==> config.mk <==
export PLATFORM = sky130hd
export DESIGN_NAME = mult_seq
export DESIGN_NICKNAME = d
export VERILOG_FILES = /design/src/rtl/mult_seq.sv
export SDC_FILE = /design/constraint.sdc
export NUM_CORES = 1
export LEC_CHECK = 0
export ABC_AREA = 1
export BUFFER_PORTS_ARGS = -buffer_cell sky130_fd_sc_hd__buf_2
export CORE_MARGIN = 2
export CORE_UTILIZATION = 61
export DETAILED_ROUTE_END_ITERATION = 10
export PLACE_DENSITY = 0.82
export SLEW_MARGIN = 40
export SYNTH_ARGS = -nofsm -noshare
export SYNTH_HDL_FRONTEND = slang
export SYNTH_SLANG_ARGS = --single-unit
==> constraint.sdc <==
create_clock -name clk -period 3.6 [get_ports clk]
set_input_delay 0.72 -clock clk [delete_from_list [all_inputs] [get_ports clk]]
set_output_delay 0.72 -clock clk [all_outputs]
set_load 0.01 [all_outputs]
==> src/rtl/mult_seq.sv <==
// Sequential shift-add multiplier: one multiplier bit per cycle, signed/unsigned
// per operation, valid/ready on both sides, result held under backpressure.
module mult_seq #(
    parameter  int A_W = 2,
    parameter  int B_W = 3,
    localparam int R_W = A_W + B_W
) (
    input  logic           clk,
    input  logic           rst,
    input  logic           in_valid,
    output logic           in_ready,
    input  logic [A_W-1:0] a,
    input  logic [B_W-1:0] b,
    input  logic           signed_mode,
    output logic           out_valid,
    input  logic           out_ready,
    output logic [R_W-1:0] result
);

    localparam int CNT_W = $clog2(B_W + 1);
    localparam logic [CNT_W-1:0] LAST_CNT = CNT_W'(B_W - 1);

    typedef enum logic [1:0] {
        IDLE = 2'd0,
        CALC = 2'd1,
        DONE = 2'd2
    } state_t;

    state_t           state_r;
    state_t           state_s;
    logic [R_W-1:0]   acc_r;
    logic [R_W-1:0]   amag_r;
    logic [B_W-1:0]   bmag_r;
    logic [CNT_W-1:0] count_r;
    logic             neg_r;
    logic             zero_r;
    logic [R_W-1:0]   result_r;
    logic             out_valid_r;

    logic             accept_s;
    logic             zero_s;
    logic             neg_in_s;
    logic [A_W-1:0]   amag_in_s;
    logic [B_W-1:0]   bmag_in_s;
    logic [R_W-1:0]   acc_next_s;
    logic [R_W-1:0]   prod_s;
    logic             last_s;

    assign in_ready  = (state_r == IDLE);
    assign out_valid = out_valid_r;
    assign result    = result_r;
    assign accept_s  = in_valid && (state_r == IDLE);

    // Operand capture: magnitudes (the most negative value maps onto its unsigned twin) and sign.
    always_comb begin
        amag_in_s = a;
        bmag_in_s = b;
        neg_in_s  = 1'b0;
        zero_s    = (a == {A_W{1'b0}}) || (b == {B_W{1'b0}});
        if (signed_mode && a[A_W-1]) begin
            amag_in_s = (~a) + {{(A_W-1){1'b0}}, 1'b1};
        end else begin
            amag_in_s = a;
        end
        if (signed_mode && b[B_W-1]) begin
            bmag_in_s = (~b) + {{(B_W-1){1'b0}}, 1'b1};
        end else begin
            bmag_in_s = b;
        end
        if (signed_mode) begin
            neg_in_s = a[A_W-1] ^ b[B_W-1];
        end else begin
            neg_in_s = 1'b0;
        end
    end

    // One shift-add iteration and the signed fix-up of the final accumulator.
    always_comb begin
        acc_next_s = acc_r;
        prod_s     = acc_r;
        if (bmag_r[0]) begin
            acc_next_s = acc_r + amag_r;
        end else begin
            acc_next_s = acc_r;
        end
        if (neg_r) begin
            prod_s = (~acc_next_s) + {{(R_W-1){1'b0}}, 1'b1};
        end else begin
            prod_s = acc_next_s;
        end
        // A zero operand finishes after a single pass; the accumulator is already 0.
        last_s = (count_r == LAST_CNT) || zero_r;
    end

    // State register.
    always_ff @(posedge clk or posedge rst) begin
        if (rst) begin
            state_r <= IDLE;
        end else begin
            state_r <= state_s;
        end
    end

    // Next-state logic.
    always_comb begin
        state_s = state_r;
        case (state_r)
            IDLE: begin
                if (accept_s) begin
                    state_s = CALC;
                end else begin
                    state_s = IDLE;
                end
            end
            CALC: begin
                if (last_s) begin
                    state_s = DONE;
                end else begin
                    state_s = CALC;
                end
            end
            DONE: begin
                if (out_ready) begin
                    state_s = IDLE;
                end else begin
                    state_s = DONE;
                end
            end
            default: state_s = IDLE;
        endcase
    end

    // Datapath: capture on accept, iterate in CALC, load and hold the result.
    always_ff @(posedge clk or posedge rst) begin
        if (rst) begin
            acc_r       <= {R_W{1'b0}};
            amag_r      <= {R_W{1'b0}};
            bmag_r      <= {B_W{1'b0}};
            count_r     <= {CNT_W{1'b0}};
            neg_r       <= 1'b0;
            zero_r      <= 1'b0;
            result_r    <= {R_W{1'b0}};
            out_valid_r <= 1'b0;
        end else begin
            case (state_r)
                IDLE: begin
                    if (accept_s) begin
                        acc_r   <= {R_W{1'b0}};
                        amag_r  <= {{B_W{1'b0}}, amag_in_s};
                        bmag_r  <= bmag_in_s;
                        count_r <= {CNT_W{1'b0}};
                        neg_r   <= neg_in_s;
                        zero_r  <= zero_s;
                    end
                end
                CALC: begin
                    acc_r   <= acc_next_s;
                    amag_r  <= amag_r << 1;
                    bmag_r  <= bmag_r >> 1;
                    count_r <= count_r + {{(CNT_W-1){1'b0}}, 1'b1};
                    if (last_s) begin
                        result_r    <= prod_s;
                        out_valid_r <= 1'b1;
                    end
                end
                DONE: begin
                    if (out_ready) begin
                        out_valid_r <= 1'b0;
                    end
                end
                default: out_valid_r <= 1'b0;
            endcase
        end
    end

endmodule
==> impl_metrics.csv <==
group,metric,value,unit
detailed_routing,antenna_left,0,
cells_and_area,final_cell_mix,"nand2_1, dfrtp_1, inv_1, buf_2, o21ai_0",
clock_network,clock_sinks,25,
power_and_ir_drop,sw_frac_of_total,47.9,%
clock_network,clkTransAtPathRegs,150,ps
setup_path,worstSetupStartpoint,"amag_r[0]",
cells_and_area,area_growth_syn_to_layout,9.87,%
cells_and_area,final_common_cell,"nand2_1",
sta,rsz0062_at_grt,"false",
sta,layout_min_cycle_time,2160,ps
global_routing,grt_start_max_net_pins,26,
floorplanning,initial_utilization,64.2,%
power_and_ir_drop,share_seq_of_total_power,35.9,%
power_and_ir_drop,fin_total_pwr,1.37,mW
clock_network,htreeDepth,1,
logic_synthesis,ys_seq_elements,25,
detailed_routing,drc,0,
power_and_ir_drop,p_per_area,879,nW/um^2
setup_path,cp-start-kind,"flop",
power_and_ir_drop,ir_drop,0.000639,V
logic_synthesis,syn_nets,193,
placed_design,port_buffers,16,
placed_design,place_area,1530,um^2
logic_synthesis,ys_seq_area_share,44.1,%
floorplanning,rows,17,
sta,relSlewSlack,65.8,%
power_and_ir_drop,internal-power,0.715,mW
global_routing,antenna_found_initial,0,
detailed_routing,drt-total-wl,2890,um
clock_network,cts_root_buf,"clkbuf_4",
sta,setup_viol,0,
power_and_ir_drop,p_switching,0.657,mW
placed_design,gp_congestion,0.839,
job,max_cap_violations,0,
power_and_ir_drop,p_leak,0.820,nW
sta,tns,0,ps
floorplanning,dieArea,2730,um^2
placed_design,pre_cts_ws,1450,ps
floorplanning,die_w,52.3,um
logic_synthesis,syn_area_per_cell,8.21,um^2
logic_synthesis,synth_top_area_share,44.1,%
setup_path,critPathKind,"reg2reg",
global_routing,grt_pass1_vias,1174,
placed_design,place_hpwl,2220,um
power_and_ir_drop,clkPwrFrac,9.7,%
cells_and_area,fin_area,1560,um^2
sta,fin_crit_sh,59.9,%
logic_synthesis,synthTopCellsByArea,"dfrtp_1, nand2_1, ha_1",
logic_synthesis,ys_types,25,
logic_synthesis,yosysTopAreaCell,"dfrtp_1",
global_routing,grt_pass1_wl,5000,um
sta,worst_pin_slew,513,ps
clock_network,cts_hold_buffers,0,
clock_network,cts_made_buffers,3,
min_path,hold_class,"in2async",
detailed_routing,dr.pass1.iters,4,
sta,clock.fmax,464,MHz
sta,slew_viol_final,0,
sta,finalHoldViolations,0,
logic_synthesis,syn_area,1420,um^2
sta,setup_ws,1440,ps
cells_and_area,final_nets,213,
global_routing,overflow,0,
cells_and_area,layout-drive-gt1-share,20.3,%
setup_path,end_kind,"flop",
detailed_routing,viasPerCell,5.35,
floorplanning,io_pins,17,
logic_synthesis,synth_cells,173,
cells_and_area,fillers,183,
clock_network,clockBufferDepth,2,
run_status,status,"finished, final reports clean",
setup_path,crit_required,3880,ps
detailed_routing,post_drt_wl_per_cell,13.1,um
detailed_routing,num_vias,1177,
cells_and_area,n_antenna_cell,0,
global_routing,grt_usage,25.3,%
setup_path,cp_max_fo,4,
clock_network,clk_latency,330,ps
setup_path,cp.arrival,2430,ps
cells_and_area,fin_util,70.5,%
detailed_routing,drt_iter0_markers,16,
clock_network,postCtsSetupBuffers,0,
setup_path,r2r_start,"amag_r[0]",
clock_network,cts_tree,"done",
sta,final.setup_skew,2.79,ps
floorplanning,die_h,52.3,um
clock_network,post_cts_resized,0,
floorplanning,core,2210,um^2
power_and_ir_drop,pwr-share-comb,54.4,%
logic_synthesis,ys_warn_count,0,
==> kinds of logic (layout without fill, tap and decap cells) <==
kind of cell / after synthesis / count (layout) / share of synthesized area (%)
flip-flops: 25 / 25 / 44.1
adder cells (fa/ha/maj): 10 / 10 / 9.34
AO/OA/AOI/OAI: 36 / 36 / 16.3
AND/OR/NAND/NOR: 69 / 69 / 21.3
buffers and inverters: 33 / 52 / 8.99
==> final cells by class <==
type	instances	area, um^2	area share, %
clock buffer	3	22.5	1.44
clock inverter	1	7.51	0.481
inverter	32	123	7.86
multi-input combinational	115	667	42.7
sequential	25	626	40.1
tap	28	35.0	2.25
timing repair buffer	16	80.1	5.13
==> path summary, 6_finish.rpt <==
kind	to	slack [ps]	depth (start not counted)
worst max-delay path	result[4]	1440	14
worst min-delay path	count_r[0]	400	2
worst max register to register	result[4]	1440	14
worst min register to register	result[3]	510	2
max in group asynchronous	amag_r[2]	2860	2
min in group clk	result[3]	510	2
==> power groups by stage <==
stage | Clock, mW | Combinational [mW] | Sequential (mW)
finish | 0.134 | 0.746 | 0.492
global route | 0.145 | 0.858 | 0.507
CTS | 0.136 | 0.749 | 0.492
detailed placement | 0 | 0.746 | 0.499
global placement | 0 | 0.709 | 0.490
floorplan | 0 | 0.559 | 0.494
==> state kept, by name, summed over array words and instances, names as in the netlist <==
signal / flops
acc_r: 5
amag_r: 5
result: 5
bmag_r: 3
count_r: 2
state_r: 2
neg_r: 1
out_valid: 1
zero_r: 1
==> stage by stage <==
stage / hold WS (ps) / instances
2_1_floorplan: 453 / 173
3_3_place_gp: 463 / 216
3_5_place_dp: 483 / 216
4_1_cts: 417 / 220
5_1_grt: 441 / 220
6_report: 395 / 220
==> critical path: stages, from the launching register on <==
cell and delay [ps]:
dfrtp_1 410, ha_1 210, inv_1 60, fa_1 470
nand2_1 60, o21ai_2 100, ha_1 200, inv_1 60
nor2_2 100, nand3_1 100, nand2_1 70, nand2_1 50
nand2_1 60, nand2_1 70, nand2_1 80
==> synth_stat cells (all sizes together) <==
cell type	instances
dfrtp	25
a31oi	1
ha	9
buf	1
nor2	12
o21ai	17
inv	32
o211ai	2
fa	1
o21a	2
o221ai	1
o22ai	7
a21oi	5
nand3	11
a22o	1
nand2	46
==> per-layer routing <==
metal / track usage, % / part of all wire (%) / vias to the layer above / routed length, um
li1: - / - / 601 / -
met1: 30.0 / 45 / 552 / 1290
met5: 0 / 0 / - / 0
met2: 46.6 / 52 / 20 / 1500
met4: 10.3 / 0.97 / 0 / 28
met3: 2.57 / 2.1 / 4 / 61
Power figures use the tool's default switching activity.
